**config.mk**
```make
export PLATFORM = sky130hd
export DESIGN_NAME = program_loader
export DESIGN_NICKNAME = d
export VERILOG_FILES = /design/src/rtl/program_loader.sv
export SDC_FILE = /design/constraint.sdc
export NUM_CORES = 1
export LEC_CHECK = 0
export CAP_MARGIN = 20
export CELL_PAD_IN_SITES_DETAIL_PLACEMENT = 0
export CELL_PAD_IN_SITES_GLOBAL_PLACEMENT = 2
export CORE_AREA = 2 2 157 159
export CTS_BUF_LIST = sky130_fd_sc_hd__clkbuf_4 sky130_fd_sc_hd__clkbuf_8 sky130_fd_sc_hd__clkbuf_16
export CTS_CLUSTER_SIZE = 10
export DETAILED_ROUTE_END_ITERATION = 6
export DIE_AREA = 0 0 159 161
export PLACE_DENSITY_LB_ADDON = 0.1
export SLEW_MARGIN = 20
export SYNTH_ARGS = -nofsm -noshare
export SYNTH_HDL_FRONTEND = slang
export SYNTH_SLANG_ARGS = --single-unit
```
**constraint.sdc**
```tcl
create_clock -name clk -period 2.95 [get_ports clk]
set_input_delay 0.7375 -clock clk [delete_from_list [all_inputs] [get_ports clk]]
set_output_delay 0.7375 -clock clk [all_outputs]
set_load 0.01 [all_outputs]
```
**src/rtl/program_loader.sv**
```systemverilog
// Byte-stream boot loader: length-prefixed program packed into big-endian words and written to memory.
// Define LOADER_CHECKSUM_EN to require a trailing 32-bit checksum of the written words.
module program_loader #(
    parameter logic [31:0] base_addr = 32'h0,
    parameter int unsigned max_words = 1024
) (
    input  logic        clk,
    input  logic        reset,
    input  logic [7:0]  in_data,
    input  logic        in_valid,
    output logic        in_ready,
    output logic [31:0] mem_addr,
    output logic [31:0] mem_data,
    output logic        mem_wr_en,
    output logic        cpu_reset,
    output logic        done,
    output logic        error
);

    typedef enum logic [2:0] {
        S_LEN,
        S_DATA,
        S_WRITE,
`ifdef LOADER_CHECKSUM_EN
        S_CSUM,
`endif
        S_DONE,
        S_ERROR
    } state_t;

    state_t      state, next_state;
    logic [1:0]  byte_cnt;
    logic [31:0] word;
    logic [31:0] len;
    logic [31:0] index;
    logic [31:0] index_next;
    logic [31:0] packed_word;
    logic        accept;
    logic        last_byte;
`ifdef LOADER_CHECKSUM_EN
    logic [31:0] sum;
`endif

    assign packed_word = {word[23:0], in_data};
    assign index_next  = index + 32'd1;
    assign accept      = in_valid && in_ready;
    assign last_byte   = accept && (byte_cnt == 2'd3);

    always_ff @(posedge clk) begin
        if (reset) state <= S_LEN;
        else       state <= next_state;
    end

    always_comb begin
        next_state = state;
        in_ready   = 1'b0;
        mem_wr_en  = 1'b0;
        cpu_reset  = 1'b1;
        done       = 1'b0;
        error      = 1'b0;
        case (state)
            S_LEN: begin
                in_ready = 1'b1;
                if (last_byte) begin
                    if (packed_word == 32'd0)           next_state = S_DONE;
                    else if (packed_word > max_words)   next_state = S_ERROR;
                    else                                next_state = S_DATA;
                end
            end
            S_DATA: begin
                in_ready = 1'b1;
                if (last_byte) next_state = S_WRITE;
            end
            S_WRITE: begin
                mem_wr_en = 1'b1;
                if (index_next == len) begin
`ifdef LOADER_CHECKSUM_EN
                    next_state = S_CSUM;
`else
                    next_state = S_DONE;
`endif
                end else begin
                    next_state = S_DATA;
                end
            end
`ifdef LOADER_CHECKSUM_EN
            S_CSUM: begin
                in_ready = 1'b1;
                // sum already includes the last word: it is added on WRITE exit
                if (last_byte) next_state = (packed_word == sum) ? S_DONE : S_ERROR;
            end
`endif
            S_DONE: begin
                cpu_reset = 1'b0;
                done      = 1'b1;
            end
            S_ERROR: begin
                error = 1'b1;
            end
            default: next_state = S_LEN;
        endcase
    end

    always_ff @(posedge clk) begin
        if (reset) begin
            byte_cnt <= '0;
            word     <= '0;
            len      <= '0;
            index    <= '0;
            mem_addr <= base_addr;
            mem_data <= '0;
`ifdef LOADER_CHECKSUM_EN
            sum      <= '0;
`endif
        end else begin
            if (accept) begin
                word     <= packed_word;
                byte_cnt <= byte_cnt + 2'd1;
            end
            if (state == S_LEN && last_byte) len <= packed_word;
            if (state == S_DATA && last_byte) mem_data <= packed_word;
            if (state == S_WRITE) begin
                index    <= index_next;
                mem_addr <= mem_addr + 32'd4;
`ifdef LOADER_CHECKSUM_EN
                sum      <= sum + mem_data;
`endif
            end
        end
    end

endmodule

```
==> run_results.csv <==
group,metric,value,unit
global_routing,grt_usage,16.6,%
clock_tree,cts_root_buf,"clkbuf_16",
logic_synthesis,synthCells,897,
timing,drv_slew,0,
min_path,hold_class,"reg2reg",
logic_synthesis,synthArstFlopShare,0,%
finish,register_area,3100,um2
global_routing,grt_max_degree,155,
routing,drc,0,
routing,routed_wirelength,20.8,mm
power,p_leak,2.99,nW
power,power.share.clock,50.5,%
timing,worstMarginPinSlew,736,ps
placed_design,dpl_cell_area,8280,um2
logic_synthesis,synth_area_leaders,"dfxtp_1 44%, nand2_1 12%, a21oi_1 8.4%, xnor2_1 5.8%, xor2_1 4.8%",
timing,achievable-frequency,355,MHz
finish,syn_to_final_growth,26.7,%
logic_synthesis,ys_seq_area_share,44.1,%
logic_synthesis,synth_largest_area_cell,"dfxtp_1",
worst_setup_path,start_kind,"flip-flop",
placed_design,hpwl,14.4,mm
power,p_seq_share,46.7,%
logic_synthesis,yosysWarnings,0,
logic_synthesis,synth_edf_count,0,
clock_tree,post_cts_buffers,0,
logic_synthesis,syn_area_per_cell,7.85,um2
worst_setup_path,cp_slowest_cell,"clkdlybuf4s50_1",
logic_synthesis,synth_top_cell_area_share,44.1,%
global_routing,grt.busiest_layer,"met1",
job,drv_cap,0,
floorplanning,die-area,25600,um2
timing,setup_viol_count_final,0,
placed_design,place.gp.congestion,0.766,
power,p_int,0.00338,W
floorplanning,start_util,29.4,%
routing,drt-pass1-iter-count,4,
power,switching_power,0.00118,W
placed_design,portBuffers,77,
power,comb_power_share,2.8,%
global_routing,overflow,0,
outcome,status,"finished clean",
routing,first_iter_violations,250,
worst_setup_path,worstPathMaxFanout,6,
worst_setup_path,endpoint_kind,"output pin",
floorplanning,fp-row-count,57,
finish,final_cell_mix,"220 x nand2_1, 155 x dfxtp_1, 118 x a21oi_1",
routing,wl_per_cell,15.9,um
clock_tree,clock_latency,430,ps
timing,post-route-period-util,95.4,%
floorplanning,core_area,24000,um2
clock_tree,clk_pin_slew,70,ps
global_routing,grt_pass1_vias,6109,
finish,drive_above_1_share,8.61,%
routing,drt.antenna.violating_nets,0,
power,p_sw_share,25.9,%
power,p_total,0.00456,W
timing,grt_setup_unrepaired,"no",
finish,final_common_cell,"nand2_1",
clock_tree,clockBufferDepth,2,
worst_setup_path,crit_type,"reg2out",
worst_setup_path,required,2210,ps
power,irDropWorstVdd,337,uV
logic_synthesis,synth_ff_type,"dfxtp_1",
timing,fin_worst_skew,13.2,ps
global_routing,grt_pass1_wl,34.5,mm
floorplanning,io_pins,80,
finish,final_area,8920,um2
clock_tree,clock-sinks,155,
routing,via_per_inst,4.74,
global_routing,use_met2,24.2,%
clock_tree,ctsHtreeMaxLevel,4,
floorplanning,die_width,159,um
worst_setup_path,crit_family,"buffers and inverters",
worst_setup_path,worstPathArrival,2080,ps
logic_synthesis,synth_seq_cells,155,
logic_synthesis,ys_types,54,
global_routing,met1_usage,25.0,%
floorplanning,die_y,161,um
finish,nNetsFinal,988,
finish,multi_input_area,3700,um2
clock_tree,hold_buffers,0,
timing,slew_headroom,51.0,%
worst_setup_path,max_stage_delay,590,ps
clock_tree,numCtsBuffers,17,
routing,routed-via-count,6220,
worst_setup_path,path_buf_inv,2,
logic_synthesis,syn_area,7040,um2
power,power.density,511,nW/um2
global_routing,met3_usage,3.36,%
clock_tree,cts_tree,"done",
timing,hold_violations,0,
timing,min_period,2810,ps
global_routing,antenna_found_initial,0,
finish,fill_cells,2592,
worst_setup_path,crit_chain,"or3b_2 > inv_1 > clkdlybuf4s50_1",
finish,antenna_cells,0,
[layer usage]
metal	part of all wire (%)	vias to the layer above
li1	-	3219
met1	54	2911
met2	42	73
met3	2.9	17
met4	1.0	0
met5	0	-
[Yosys cell counts (all sizes together), types with 2 or more instances]
cell type  count
nor3          20
nand3         22
dfxtp        155
nand4         23
or2            2
a2111o         2
or3           19
nor2          61
nand2b         2
a211oi         2
or4            4
a21oi        118
a31oi          4
and4          10
and3          11
inv            9
ha             3
nor4          16
buf            8
and2           2
o31ai          2
xor2          39
nand2        220
o21ai         22
xnor2         47
clkbuf        49
mux2           2
o311ai         5
[state kept, by name, indices dropped and copies added, names as in the netlist]
| register | cells |
|---|---|
| state | 3 |
| index | 32 |
| mem_addr | 30 |
| word | 24 |
| byte_cnt | 2 |
| len | 32 |
| mem_data | 32 |
[stage by stage]
step | std cells | util (%) | hold WS [ps] | worst slack (ps) | TNS [ps]
floorplan | 898 | - | 440 | 189 | 0
global placement | 1279 | 34.5 | 443 | 60.5 | 0
detailed placement | 1279 | 34.5 | 448 | -92.0 | -92.0
CTS | 1311 | 37.2 | 459 | 69.9 | 0
global route | 1311 | 37.2 | 475 | 3.95 | 0
finish | 1311 | 37.2 | 456 | 136 | 0
[final timing paths]
path / depth (start not counted) / end / from / slack [ps]
worst min register to register: 2 / mem_data[27]$_SDFFE_PP0P_ / mem_data[27]$_SDFFE_PP0P_ / 460
worst min-delay path: 2 / mem_data[27]$_SDFFE_PP0P_ / mem_data[27]$_SDFFE_PP0P_ / 460
worst max register to register: 7 / state[1]$_SDFFE_PP0P_ / index[10]$_SDFFE_PP0P_ / 200
worst max-delay path: 3 / mem_wr_en / state[1]$_SDFFE_PP0P_ / 140
[cell type report]
type	instances	area share [%]
Tap cell	324	4.54
Inverter	9	0.379
Sequential cell	155	34.8
Multi-Input combinational cell	677	41.5
Clock inverter	15	2.16
Timing Repair Buffer	114	11.9
Clock buffer	17	4.77
[power groups by stage]
stage                      logic, W  registers (W)  clock network [W]
final                      0.000126        0.00213            0.00230
after global routing       0.000143        0.00213            0.00245
after CTS                  0.000131        0.00213            0.00238
after detailed placement   0.000130        0.00218                  0
after global placement     0.000131        0.00218                  0
after floorplan           0.0000805        0.00217                  0
[repair_timing]
action                     4_1_cts  5_1_grt
gates resized for setup          2        4
pin swaps                        0        0
setup endpoints to repair        1        1
gates cloned                     0        0
[tightest hold or removal path, cell delays in order (launching register included)]
cell and delay, ps:
dfxtp_1 310, nand2_1 50, a21oi_1 50
[cell families after synthesis]
| family | share of synthesized area [%] |
|---|---|
| other | 0.0532 |
| XOR/XNOR | 10.7 |
| flip-flops | 44.1 |
| multiplexers | 0.320 |
| buffers and inverters | 3.80 |
| AND/OR/NAND/NOR | 27.5 |
| AO/OA/AOI/OAI | 13.0 |
| adder cells (fa/ha/maj) | 0.533 |
No activity file was read; power rests on OpenSTA's default activity.
